--- src/rtl/addsub_pkg.sv ---
// Shared definitions for the digit-serial add/subtract unit.
//   MODE_*  : operation select values for the mode input
//   ST_*    : controller state encoding
package addsub_pkg;

  localparam logic MODE_ADD = 1'b0;
  localparam logic MODE_SUB = 1'b1;

  localparam logic [1:0] ST_IDLE = 2'd0;
  localparam logic [1:0] ST_RUN  = 2'd1;
  localparam logic [1:0] ST_DONE = 2'd2;

endpackage

--- src/rtl/addsub_digit.sv ---
// Combinational DIGIT-wide ripple-carry slice.
//   x, y : digit operands
//   ci   : carry into the least significant bit
//   s    : digit sum
//   co   : carry out of the most significant bit
//   cm   : carry into the most significant bit (co ^ cm flags signed overflow)
module addsub_digit #(
  parameter int DIGIT = 4
) (
  input  logic [DIGIT-1:0] x,
  input  logic [DIGIT-1:0] y,
  input  logic             ci,
  output logic [DIGIT-1:0] s,
  output logic             co,
  output logic             cm
);

  logic [DIGIT:0] c;

  assign c[0] = ci;

  for (genvar i = 0; i < DIGIT; i++) begin : g_bit
    assign s[i]   = x[i] ^ y[i] ^ c[i];
    assign c[i+1] = (x[i] & y[i]) | (c[i] & (x[i] ^ y[i]));
  end

  assign co = c[DIGIT];
  assign cm = c[DIGIT-1];

endmodule

--- src/rtl/addsub_serial.sv ---
// Digit-serial add/subtract unit: DIGIT bits per clock, LSB digit first.
//   clk, rst : clock, synchronous active-high reset
//   start    : request, sampled only while idle; mode/a/b/cin latched with it
//   mode     : 0 = a + b + cin, 1 = a - b - cin
//   busy     : high while an operation is in flight (RUN or DONE)
//   done     : one-cycle pulse, result/cout/ovf valid from that cycle on
//   result   : WIDTH-bit result modulo 2^WIDTH
//   cout     : carry out (add) or borrow out (subtract)
//   ovf      : two's-complement signed overflow
module addsub_serial
  import addsub_pkg::*;
#(
  parameter int WIDTH = 16,
  parameter int DIGIT = 4
) (
  input  logic             clk,
  input  logic             rst,
  input  logic             start,
  input  logic             mode,
  input  logic [WIDTH-1:0] a,
  input  logic [WIDTH-1:0] b,
  input  logic             cin,
  output logic             busy,
  output logic             done,
  output logic [WIDTH-1:0] result,
  output logic             cout,
  output logic             ovf
);

  localparam int NDIG = WIDTH / DIGIT;
  localparam int CW   = (NDIG > 1) ? $clog2(NDIG) : 1;
  localparam logic [CW-1:0] LAST = CW'(NDIG - 1);

  logic [1:0]       state;
  logic [CW-1:0]    cnt;
  logic             mode_q;
  logic             carry;
  logic [WIDTH-1:0] a_sh, b_sh, r_sh;
  logic [WIDTH-1:0] a_next, b_next, r_next;
  logic [DIGIT-1:0] sum_d;
  logic             co_d, cm_d;

  // Subtraction is a + ~b + ~cin: b is inverted on load and the carry
  // register seeded with ~cin, so the slice only ever adds.
  addsub_digit #(.DIGIT(DIGIT)) u_digit (
    .x  (a_sh[DIGIT-1:0]),
    .y  (b_sh[DIGIT-1:0]),
    .ci (carry),
    .s  (sum_d),
    .co (co_d),
    .cm (cm_d)
  );

  // Operands shift right one digit per cycle; each new sum digit enters at
  // the top so the full result is aligned after NDIG cycles.
  if (NDIG == 1) begin : g_single
    assign a_next = a_sh;
    assign b_next = b_sh;
    assign r_next = sum_d;
  end else begin : g_multi
    assign a_next = {{DIGIT{1'b0}}, a_sh[WIDTH-1:DIGIT]};
    assign b_next = {{DIGIT{1'b0}}, b_sh[WIDTH-1:DIGIT]};
    assign r_next = {sum_d, r_sh[WIDTH-1:DIGIT]};
  end

  assign busy = (state != ST_IDLE);

  // NOTE: sequential state uses non-blocking assignments only, so every
  // register samples pre-edge values regardless of statement order.
  // NOTE: the datapath shift registers and carry are deliberately not reset;
  // they are always loaded on start before anything reads them.
  always_ff @(posedge clk) begin
    if (rst) begin
      state  <= ST_IDLE;
      cnt    <= '0;
      done   <= 1'b0;
      result <= '0;
      cout   <= 1'b0;
      ovf    <= 1'b0;
    end else begin
      done <= 1'b0;
      case (state)
        ST_IDLE: begin
          if (start) begin
            a_sh   <= a;
            b_sh   <= (mode == MODE_SUB) ? ~b : b;
            carry  <= (mode == MODE_SUB) ? ~cin : cin;
            mode_q <= mode;
            cnt    <= '0;
            state  <= ST_RUN;
          end
        end
        ST_RUN: begin
          a_sh  <= a_next;
          b_sh  <= b_next;
          r_sh  <= r_next;
          carry <= co_d;
          cnt   <= cnt + 1'b1;
          if (cnt == LAST) begin
            state  <= ST_DONE;
            done   <= 1'b1;
            result <= r_next;
            // Final carry is an inverted borrow when subtracting.
            cout   <= (mode_q == MODE_SUB) ? ~co_d : co_d;
            // Carry into MSB differing from carry out of MSB is exactly the
            // sign-overflow condition of the internal addition.
            ovf    <= co_d ^ cm_d;
          end
        end
        ST_DONE: state <= ST_IDLE;
        default: state <= ST_IDLE;
      endcase
    end
  end

endmodule

--- config.mk ---
export PLATFORM = sky130hd
export DESIGN_NAME = addsub_serial
export DESIGN_NICKNAME = d
export VERILOG_FILES = /design/src/rtl/addsub_pkg.sv /design/src/rtl/addsub_digit.sv /design/src/rtl/addsub_serial.sv
export SDC_FILE = /design/constraint.sdc
export NUM_CORES = 1
export LEC_CHECK = 0
export CORE_MARGIN = 10
export CORE_UTILIZATION = 45
export CTS_BUF_LIST = sky130_fd_sc_hd__clkbuf_4 sky130_fd_sc_hd__clkbuf_8
export DETAILED_ROUTE_END_ITERATION = 10
export PLACE_DENSITY_LB_ADDON = 0.08
export SLEW_MARGIN = 20
export SYNTH_ARGS = -nofsm -noshare
export SYNTH_HDL_FRONTEND = slang
export SYNTH_SLANG_ARGS = --single-unit
--- constraint.sdc ---
create_clock -name clk -period 3.6 [get_ports clk]
set_input_delay 0.72 -clock clk [delete_from_list [all_inputs] [get_ports clk]]
set_output_delay 0.72 -clock clk [all_outputs]
set_load 0.01 [all_outputs]
# Word-level counts from Yosys, hierarchy flattened
# Cells that the tools add are included.
# word_totals
inputBits	37
output_inout_bits	20
regBits	73
wordCells	67
# op_classes
eq_ne	4
bitwise	26
n_reduce_logical	10
add_sub_neg	1
n_mux	15
# ops
operator	count
$pmux 16 s2	2
$mux 16	3
$not 16->16	1
$xor 1x1->1	9
$and 1x1->1	8
$pmux 2 s2	2
$reduce_and 2->1	4
$mux 2	3
$reduce_and 3->1	2
$mux 1	4
$ne 2x2->1 const B	2
$not 1->1	4
$or 1x1->1	4
$reduce_bool 2->1	2
$add 2x1->2 const B	1
$eq 2x1->1 const B	1
$eq 2x2->1 const B	1
$logic_not 2->1	1
$pmux 1 s2	1
$reduce_or 2->1	1

# Longest topological paths before layout
# Gate-level depths: netlist of the first run.
# logic_depth
ltp_word	11
mapped_depth	10
depth_no_buf	10

# By module
# From an unflattened synthesis of the first run, not the netlist that was laid out.
# hier_totals
hier_cells	230
area_unflattened_um2	2899.0
# by_module_without_submodules
module	area_each_um2	cells_each	n_inst	seq_area_each_um2
addsub_serial	2788.9	218	1	1841.8
addsub_digit	110.1	12	1	0.0

# Worst setup path after synthesis of the first run
# No wires, ideal clock.
# synth_path
path_kind	in2reg
startpoint	in rst
endpoint	reg a_sh[0], enable pin
setup_slack_ns	-0.063
required_ns	3.136
arrival_ns	3.199
setup_time_ns	0.464
n_path_buf	1
path_stages	2
cell_sequence	clkbuf_2 > nor3_1
# synth_via
elab_chain_cells	2
# synth_rtl
element	line_no	rtl
start: declaration	addsub_serial.sv:17	input logic rst,
$not 1->1 (no source line)	n/a	
$reduce_and 3->1 (no source line)	n/a	
end signal: assignment	addsub_serial.sv:94	a_sh <= a_next;
end: declaration	addsub_serial.sv:38	logic [WIDTH-1:0] a_sh, b_sh, r_sh;
# No other way between the ends.
# A chain may end at the register's enable or synchronous reset.

# Worst setup path after layout of the first run
# layout_path
startpoint	reg state[1]
endpoint	out busy
# layout_via
elab_chain_cells	1
# layout_rtl
element	line_no	rtl
start: declaration	addsub_serial.sv:34	logic [1:0] state;
start signal: assignment	addsub_serial.sv:74	state <= ST_IDLE;
start signal: assignment	addsub_serial.sv:90	state <= ST_RUN;
start signal: assignment	addsub_serial.sv:100	state <= ST_DONE;
$reduce_bool 2->1	addsub_serial.sv:66	assign busy = (state != ST_IDLE);
end: declaration	addsub_serial.sv:23	output logic busy,
# No other way between the ends.

==> results of run 1 <==
-- per-layer routing --
layer  GRT usage [%]  vias to the layer above  share of wire, %
met5               0                        -                 0
met4           6.196                        0               2.2
met3           4.396                       10               7.0
met2           16.53                       44                47
met1           12.20                      836                44
li1                -                      957                 -
-- kinds of logic after synthesis --
logic type | share of synthesized area (%)
XOR/XNOR | 5.770
AO/OA/AOI/OAI | 6.681
flip-flops | 63.86
multiplexers | 0.3471
adder cells (fa/ha/maj) | 3.210
buffers and inverters | 4.728
AND/OR/NAND/NOR | 15.40
-- power by group through the flow --
stage	Sequential (mW)	Combinational [mW]	Clock [mW]
2_1_floorplan	0.928	0.118	0
3_3_place_gp	0.931	0.177	0
3_5_place_dp	0.933	0.181	0
4_1_cts	0.916	0.181	0.548
5_1_grt	0.919	0.201	0.577
6_report	0.915	0.177	0.528
-- placed cells by master, fill, tap and decap left out, drive strengths merged --
cell            n
nand2          81
clkdlybuf4s50  56
edfxtp         46
dfxtp          23
xnor2          18
a21oi          16
o21ai          13
nor2           12
clkbuf         12
inv             9
and2            4
fa              4
buf             4
nand2b          3
a211oi          3
clkinv          3
nor3            2
nor2b           1
or2             1
xor2            1
and3b           1
nand3b          1
o21bai          1
a22oi           1
mux2i           1
ha              1
-- state kept, by name, indices dropped and copies added (netlist names), 2 cells and up --
| name | flops |
|---|---|
| state | 2 |
| b_sh | 16 |
| result | 16 |
| r_sh | 12 |
| a_sh | 16 |
| cnt | 2 |
-- final timing paths --
kind                                 from   endpoint  slack [ns]  cells past startpoint
worst min register to register  result[2]  result[2]        0.45                      2
worst min-delay path            result[2]  result[2]        0.45                      2
worst max-delay path             state[1]       busy        1.30                      2
worst max register to register      carry       cout        1.32                     10
-- cell type report --
class | instances | share of cell area (%)
Sequential cell | 69 | 50.50
Multi-Input combinational cell | 165 | 25.35
Timing Repair Buffer | 60 | 16.19
Clock buffer | 12 | 4.014
Tap cell | 77 | 2.642
Inverter | 9 | 0.9262
Clock inverter | 3 | 0.3774
-- per-stage QoR --
step	setup WS (ns)	area (µm²)	util, %	hold WS [ns]
6_report	1.297	3647	58.10	0.4530
5_1_grt	1.113	3647	58.10	0.4740
4_1_cts	1.292	3642	58.02	0.4549
3_3_place_gp	1.100	3482	55.47	0.4344
2_1_floorplan	0.9588	2889	-	0.4262
3_5_place_dp	1.082	3482	55.47	0.4390
-- tightest hold or removal path: cells and delay by family (launching register included) --
family | cells | cell delay, ns
flops | 1 | 0.31
simple gates | 1 | 0.05
compound gates | 1 | 0.05
==> summary.md, run 1 <==
| Metric | Value |
|---|---|
| Status | completed |
| Final setup viols | 0 |
| EDFF count, synth | 46 |
| Sequential power share | between 50% and 60% |
| DR DRC count | 0 |
| FF+latch count, synth | 69 |
| Sink Count | between 60 and 70 |
| CP max stage delay | roughly 0.55 ns |
| Worst path required time | about 2.9 ns |
| Synth Flop Type | edfxtp_1 |
| Clock slew at reported path FFs | around 0.060 ns |
| Synth cell types | 29 |
| Sequential fraction of the synthesis area | a little under two thirds |
| Initial DRC count | 45 |
| CP bufs+invs | 1 |
| Syn Nets | 301 |
| Placer Congestion | about 0.74 |
| Vias in the first global route | 1,780 |
| Finished Layout Cells | 395 |
| Ys Warns | 0 |
| CTS tree | built |
| Antenna viol nets, final | 0 |
| Synthesized area | slightly below 0.003 mm² |
| Min-Delay Path Class | flip-flop to flip-flop |
| CP delay by family, top | flip-flops |
| Wire per inst | approximately 13 µm |
| Initial core utilization | between 40% and 50% |
| First-pass GRT wire length | 8397 µm |
| Min Tclk post-route | 2.303 ns |
| Fin. Hold Viols | 0 |
| FMAX | between 0.4 and 0.5 GHz |
| Crit Path Category | flip-flop to primary output |
| Async set-reset flop share out of synthesis | 0% |
| Maximum VDD drop | between 0.2 and 0.25 mV |
| Vias | 1,847 |
| Setup bufs post-CTS | 0 |
| Sw Share | 22.51% |
| Fin. max-slew vios | 0 |
| Flip-flop and latch area | 0.001842 mm² |
| Core ar. | between 0.006 and 0.007 mm² |
| Psw | 0.3648 mW |
| Fillers | 565 |
| Layout area overhead | 26.46% |
| Post-Route WL | approximately 5100 µm |
| Cell with the most instances after synthesis | nand2_1 |
| Slowest-stage cell, CP | dfxtp_1 |
| Slew margin rel. | between 30% and 40% |
| Root Buffer | clkbuf_8 |
| Total design power | between 1.5 and 2 mW |
| Row count | 29 |
| Area of the multi-input gates | around 900 µm² |
| Vias per cell | between 4 and 5 |
| First drt pass iteration count | 4 |
| Initial antenna violation count | 0 |
| Ratio of cells with drive above 1 in the final layout | 7.547% |
| Final period util | between 60% and 70% |
| Critical Path Start Type | flip-flop |
| Pwr Density | ~440 mW/mm² |
| RSZ-0062 raised after global routing | no |
| Post-Syn Area per Cell | between 10 and 15 µm² |
| Pin slew with the least headroom to its limit | slightly below 1 ns |
| Die width | approximately 100 µm |
| Hold_buf cts | 0 |
| Critical Path End Type | primary output |
| Die Height | approximately 100 µm |
| CTS Buffer Depth | 2 |
| H-tree levels | 3 |
| Static Leak | ~1.3 nW |
| Clk Latency, worst-skew pair | ~0.34 ns |
| I/O pin count | between 50 and 60 |
| Total die area | 0.01001 mm² |
| Combinational power share | 10.9% |
| Grt total ovfl | 0 |
| Area leader, netlist | edfxtp_1 |
| Max_cap viols | 0 |
| Clock share of power | 32.6% |
| Cells along the critical path | or2_2 -> clkdlybuf4s50_1 |
| Fin Setup TNS | 0 ns |
| Ant diodes | 0 |
| PortBufs | 56 |
| Most area-consuming cells after synthesis | edfxtp_1 (48%), dfxtp_1 (16%), nand2_1 (11%), xnor2_1 (5.5%), a21oi_1 (2.8%) |
| # placed instances | 380 |
| HPWL after DPL | ~3500 µm |
| Most instantiated cells after synthesis | nand2_1 (81), edfxtp_1 (46), dfxtp_1 (23) |
| Synth Instances | around 260 |
| Pin count of the biggest net entering global routing | 34 |
| Layout Nets | between 300 and 400 |
| Skew final | just over 0.008 ns |
| Post-synth top area share | between 40% and 50% |
| P_int | between 1 and 1.5 mW |
| Critical Path Fanout Max | 9 |
| TritonCTS buffer count | 9 |
| Crit path arrival time | around 1.6 ns |
| Post-CTS sizing | 0 |
| GRT Overall Usage | about a tenth |
No activity file was read; power rests on OpenSTA's default activity.
==> inputs of run 2 (changes only) <==
==> constraint.sdc (replaced) <==
create_clock -name clk -period 2.33 [get_ports clk]
set_input_delay 0.466 -clock clk [delete_from_list [all_inputs] [get_ports clk]]
set_output_delay 0.466 -clock clk [all_outputs]
set_load 0.01 [all_outputs]
==> run 2 against run 1 <==
Against the previous run: worst hold slack got worse by 0.0038 ns; global-route usage barely moved; sequential power rose by 54%; routed wire length rose by 1.1%; critical path depth rose by 6; cell count rose by 1.5%; count of clock-buffer cells in the layout rose by 2; sequential cell count did not move; utilization rose by 1.2 points; register-to-register slack got worse by 1.2 ns; combinational power rose by 64%; die area did not move; critical endpoint is now result[15].
==> summary.md, run 2 (synthesis results as in run 1) <==
| Metric | Value |
|---|---|
| Cells along the critical path | fa_1 -> inv_1 -> fa_1 -> inv_1 -> fa_2 -> inv_2 -> fa_2 -> a211oi_2 |
| Slowest-stage cell, CP | fa_1 |
| Slew margin rel. | 73.85% (+40 points) |
| TritonCTS buffer count | 9 (unchanged) |
| Ratio of cells with drive above 1 in the final layout | 10.80% (+3.3 points) |
| Pwr Density | 693.6 mW/mm² (+56%) |
| Vias | 1,888 (+2.2%) |
| Fin Setup TNS | 0 ns (unchanged) |
| FMAX | approximately 0.45 GHz |
| Sink Count | 69 (unchanged) |
| Dpl ws | 0.05499 ns (-1.027 ns) |
| Sequential power share | 54.7% (-1.8 points) |
| # placed instances | 384 (+1.1%) |
| CTS tree | built |
| Clk Latency, worst-skew pair | 0.33 ns (about the same) |
| Worst R2R Start | carry |
| HPWL after DPL | 3561 µm (+1.7%) |
| Crit Path Category | flip-flop to flip-flop |
| Critical Path End Type | flip-flop |
| Most common cell after layout, fill and taps aside | nand2_1 |
| CP Launch Point | carry |
| Sw Share | 21.84% (-0.68 points) |
| Hold_buf cts | 0 (unchanged) |
| Ant diodes | 0 (unchanged) |
| Die Height | 100.1 µm (unchanged) |
| Worst path required time | 2.58 ns (-0.30 ns) |
| Final setup viols | 0 (unchanged) |
| CP max stage delay | 0.43 ns (-0.12 ns) |
| Pin count of the biggest net entering global routing | 43 (+26%) |
| Max_cap viols | 0 (unchanged) |
| Commonest cells after routing, fill and taps aside | nand2_1 (81), clkdlybuf4s50_1 (56), edfxtp_1 (46) |
| Setup WS post-layout | 0.1277 ns (-1.169 ns) |
| Post-Route WL | 5133 µm (+1.1%) |
| Flip-flop and latch area | 0.001842 mm² (unchanged) |
| Root Buffer | clkbuf_8 |
| Post-DP Area | 0.003525 mm² (+1.2%) |
| Combinational power share | 11.2% (+0.3 points) |
| First drt pass iteration count | 4 (unchanged) |
| CP bufs+invs | 3 (+2) |
| CP delay by family, top | adder cells |
| CTS Buffer Depth | 2 (unchanged) |
| Hold_sp | r_sh[13] |
| Clock share of power | 34.1% (+1.5 points) |
| Clock slew at reported path FFs | 0.06 ns (about the same) |
| GRT Overall Usage | 10.65% (-0.027 points) |
| Antenna viol nets, final | 0 (unchanged) |
| Critical Path Start Type | flip-flop |
| Row count | 29 (unchanged) |
| Fin. max-slew vios | 0 (unchanged) |
| Min Tclk post-route | between 2 and 2.5 ns |
| Vias in the first global route | 1,884 (+5.8%) |
| Total design power | 2.584 mW (+59%) |
| Pin slew with the least headroom to its limit | 0.3922 ns (-0.5977 ns) |
| Crit path arrival time | 2.46 ns (+0.88 ns) |
| Placer Congestion | 0.7595 (+2.8%) |
| Skew final | 0.008125 ns (-0.00005413 ns) |
| Initial core utilization | 45.94% (unchanged) |
| Maximum VDD drop | 0.3466 mV (+47%) |
| H-tree levels | 3 (unchanged) |
| Final period util | ~95% |
| Fillers | 540 (-4.4%) |
| Fin area | 0.003725 mm² (+2.1%) |
| RSZ-0062 raised after global routing | no |
| Top flop regs | a_sh: 16 flops, b_sh: 16 flops, result: 16 flops |
| Wire per inst | 12.80 µm (-0.45%) |
| Vias per cell | 4.708 (+0.69%) |
| P_int | 2.019 mW (+61%) |
| Initial DRC count | 64 (+42%) |
| Min-Delay Path Class | flip-flop to flip-flop |
| Total die area | 0.01001 mm² (unchanged) |
| Psw | 0.5642 mW (+55%) |
| First-pass GRT wire length | 8528 µm (+1.6%) |
| PortBufs | 56 (unchanged) |
| Fin. Hold Viols | 0 (unchanged) |
| Layout area overhead | 29.15% |
| Initial antenna violation count | 0 (unchanged) |
| Grt total ovfl | 0 (unchanged) |
| Core ar. | 0.006277 mm² (unchanged) |
| I/O pin count | 57 (unchanged) |
| Die width | 100.1 µm (unchanged) |
| Status | completed |
| Finished Layout Cells | 401 (+1.5%) |
| Layout Nets | 361 (+1.4%) |
| Critical Path Fanout Max | 2 (-7) |
| Static Leak | 1.377 nW (+2.7%) |
| Area of the multi-input gates | 928.4 µm² (+0.41%) |
| DR DRC count | 0 (unchanged) |
-- run 2: cell types whose count changed in the layout (fill, tap and decap cells not counted), sizes merged --
cell    before  now
clkinv       3    2
clkbuf      12   14
buf          4    9
-- run 2: layout make-up --
cell class / count / share of cell area, %
multi-input combinational: 165 / 24.92
sequential: 69 / 49.45
timing repair buffer: 65 / 17.20
clock buffer: 14 / 4.669
tap: 77 / 2.586
inverter: 9 / 0.9070
clock inverter: 2 / 0.2687
-- run 2: path summary, 6_finish.rpt --
kind / end / depth (start not counted) / slack [ns]
setup / recovery: result[15] / 8 / 0.13
hold / removal: r_sh[9] / 0 / 0.45
setup reg to reg: result[15] / 8 / 0.13
hold reg to reg: r_sh[9] / 0 / 0.45
-- run 2: what timing repair did --
action / in CTS / in global routing
setup endpoints to repair: 0 / 3
gates resized for setup: 0 / 4
buffers inserted: 0 / 1
hold endpoints to repair: 0 / 0
-- run 2: power groups by stage --
stage	Sequential, mW	Combinational (mW)	Clock, mW
5_1_grt	1.42	0.328	0.961
3_3_place_gp	1.44	0.285	0
4_1_cts	1.41	0.290	0.909
6_report	1.41	0.290	0.880
2_1_floorplan	1.43	0.184	0
3_5_place_dp	1.44	0.289	0
-- run 2: through the flow --
stage	hold slack [ns]	util, %
after floorplan	0.4262	-
after global placement	0.4269	56.15
after detailed placement	0.4360	56.15
after CTS	0.4479	59.08
after global routing	0.4585	59.34
final	0.4493	59.34
-- run 2: routing by layer --
layer	vias up	part of all wire (%)	GRT usage, %
met5	-	0	0
met2	45	48	16.87
met1	865	43	11.74
met4	0	1.4	5.870
met3	7	7.0	4.739
li1	971	-	-
==> inputs of run 3 (changes only) <==
--- a/config.mk
+++ b/config.mk
@@ -5,7 +5,7 @@
 export SDC_FILE = /design/constraint.sdc
 export NUM_CORES = 1
 export LEC_CHECK = 0
-export CORE_MARGIN = 10
+export ABC_CLOCK_PERIOD_IN_PS = 2330
 export CORE_UTILIZATION = 45
 export CTS_BUF_LIST = sky130_fd_sc_hd__clkbuf_4 sky130_fd_sc_hd__clkbuf_8
 export DETAILED_ROUTE_END_ITERATION = 10
@@ -14,3 +14,4 @@
 export SYNTH_ARGS = -nofsm -noshare
 export SYNTH_HDL_FRONTEND = slang
 export SYNTH_SLANG_ARGS = --single-unit
+export TNS_END_PERCENT = 50
==> run 3 against run 2 <==
Against the previous run: worst hold slack worse by 0.0021 ns; via count decreased by 0.16%; setup slack got worse by 0.016 ns; routed wire length decreased by 4.8%; critical path type unchanged; largest cell class unchanged.
==> summary.md, run 3 (synthesis results as in run 1) <==
| Metric | Value |
|---|---|
| Layout area overhead | 29.46% |
| Fillers | 519 (-3.9%) |
| H-tree levels | 3 (unchanged) |
| Status | completed |
| CTS Buffer Depth | 2 (unchanged) |
| DR DRC count | 0 (unchanged) |
| CP max stage delay | 0.45 ns (+0.02 ns) |
| TritonCTS buffer count | 9 (unchanged) |
| Initial core utilization | 47.58% (+1.6 points) |
| Static Leak | 1.381 nW (+0.34%) |
| Commonest cells after routing, fill and taps aside | nand2_1 (81), clkdlybuf4s50_1 (56), edfxtp_1 (46) |
| Min Tclk post-route | 2.218 ns (+0.01564 ns) |
| Crit Path Category | flip-flop to flip-flop |
| Most used cell, CP | inv_1 |
| Initial antenna violation count | 0 (unchanged) |
| Critical Path Start Type | flip-flop |
| First drt pass iteration count | 4 (unchanged) |
| Most common cell after layout, fill and taps aside | nand2_1 |
| Crit path arrival time | 2.47 ns (about the same) |
| Setup bufs post-CTS | 0 (unchanged) |
| Fin Setup TNS | 0 ns (unchanged) |
| Wire per inst | 12.31 µm (-3.8%) |
| Post-Route WL | 4887 µm (-4.8%) |
| Fin. Hold Viols | 0 (unchanged) |
| First-pass GRT wire length | 8010 µm (-6.1%) |
| Pin count of the biggest net entering global routing | 43 (unchanged) |
| CTS tree | built |
| CP Launch Point | carry |
| FMAX | 0.4509 GHz (-0.71%) |
| Layout Nets | 359 (-0.55%) |
| Hold_sp | r_sh[11] |
| PortBufs | 56 (unchanged) |
| Clock slew at reported path FFs | 0.07 ns (about the same) |
| Skew final | 0.008546 ns (+0.0004207 ns) |
| I/O pin count | 57 (unchanged) |
| Core ar. | 0.006061 mm² (-3.4%) |
| Fin util | 61.60% (+2.3 points) |
| Critical Path Fanout Max | 2 (unchanged) |
| Initial DRC count | 68 (+6.3%) |
| Max_cap viols | 0 (unchanged) |
| Vias | 1,885 (-0.16%) |
| Top flop regs | a_sh: 16 flops, b_sh: 16 flops, result: 16 flops |
| Worst path required time | 2.58 ns (about the same) |
| Critical Path End Type | flip-flop |
| Slowest-stage cell, CP | fa_2 |
| Pin slew with the least headroom to its limit | 0.5054 ns (+0.1132 ns) |
| Worst hold slack | 0.4472 ns (-0.002054 ns) |
| GRT Overall Usage | 16.69% (+6.0 points) |
| Root Buffer | clkbuf_8 |
| Slew margin rel. | 66.20% (-7.7 points) |
| Ratio of cells with drive above 1 in the final layout | 9.627% (-1.2 points) |
| Die Height | 82.06 µm (-18%) |
| Ant diodes | 0 (unchanged) |
| Clk Latency, worst-skew pair | 0.34 ns (about the same) |
| Placer Congestion | 0.7034 (-7.4%) |
| HPWL after DPL | 3213 µm (-9.8%) |
| Fin. max-slew vios | 0 (unchanged) |
| Maximum VDD drop | 0.4374 mV (+26%) |
| Cells along the critical path | fa_1 -> inv_1 -> fa_1 -> inv_1 -> fa_2 -> inv_1 -> fa_2 -> a211oi_2 |
| Antenna viol nets, final | 0 (unchanged) |
| Vias in the first global route | 1,695 (-10%) |
| Worst R2R Start | carry |
| Min-Delay Path Class | flip-flop to flip-flop |
| Pwr Density | 736.7 mW/mm² (+6.2%) |
| Die width | 82.06 µm (-18%) |
| Vias per cell | 4.748 (+0.85%) |
| Row count | 28 (-3.4%) |
| Total die area | 0.006733 mm² (-33%) |
| Grt total ovfl | 0 (unchanged) |
| Final period util | 95.19% (+0.67 points) |
| Sink Count | 69 (unchanged) |
| Final setup viols | 0 (unchanged) |
## run 3: cell count changes in the layout (fill, tap and decap cells not counted)
cell / delta
a21oi_2: -1
inv_1: +1
inv_2: -1
clkbuf_8: -2
clkbuf_4: -1
bufinv_16: +2
a21oi_1: +1
clkinv_2: +1
buf_4: -2
## run 3: per-stage QoR
step	total power, mW	setup WS (ns)	area (µm²)	instances
3_3_place_gp	1.722	0.09486	3515	381
5_1_grt	2.873	-0.006744	3734	397
4_1_cts	2.770	0.04687	3729	397
2_1_floorplan	1.617	0.1560	2895	259
3_5_place_dp	1.731	0.06066	3515	381
6_report	2.751	0.1120	3734	397
## run 3: routing by layer
metal	vias up	wire [µm]	global-route usage [%]	share of wire (%)
li1	964	-	-	-
met1	859	2219	19.65	45
met2	54	2330	26.94	48
met3	8	269	7.778	5.5
met4	0	68	5.263	1.4
met5	-	0	0	0
## run 3: final timing paths
| check | end | slack, ns | depth (start not counted) |
|---|---|---|---|
| max | result[15] | 0.11 | 8 |
| min | r_sh[7] | 0.45 | 0 |
| max reg2reg | result[15] | 0.11 | 8 |
| min reg2reg | r_sh[7] | 0.45 | 0 |
## run 3: repair_timing
item	in CTS	in global routing
endpoints found under the hold margin	0	0
gates resized for setup	0	2
hold buffers	0	0
endpoints found under the setup margin	0	3
## run 3: power by group
| group | switching (mW) | total (mW) | internal [mW] |
|---|---|---|---|
| combinational | 0.143 | 0.289 | 0.146 |
| sequential | 0.0226 | 1.41 | 1.39 |
| clock | 0.427 | 1.05 | 0.621 |
| total | 0.593 | 2.75 | 2.16 |
## run 3: layout make-up
| cell class | instances | area [µm²] | area share (%) |
|---|---|---|---|
| inverters | 9 | 33.78 | 0.9048 |
| clock inverters | 5 | 75.07 | 2.011 |
| repair buffers | 63 | 625.6 | 16.76 |
| flip-flops and latches | 69 | 1842 | 49.33 |
| multi-input cells | 165 | 924.6 | 24.77 |
| clock buffers | 11 | 138.9 | 3.720 |
| well taps | 75 | 93.84 | 2.513 |
## run 3: critical path, delay by kind of cell (launching register included)
| family | cells | cell delay [ns] |
|---|---|---|
| adders and majority gates | 4 | 1.36 |
| DFF | 1 | 0.40 |
| buffers and inverters | 3 | 0.21 |
| AOI/OAI and AO/OA | 1 | 0.17 |
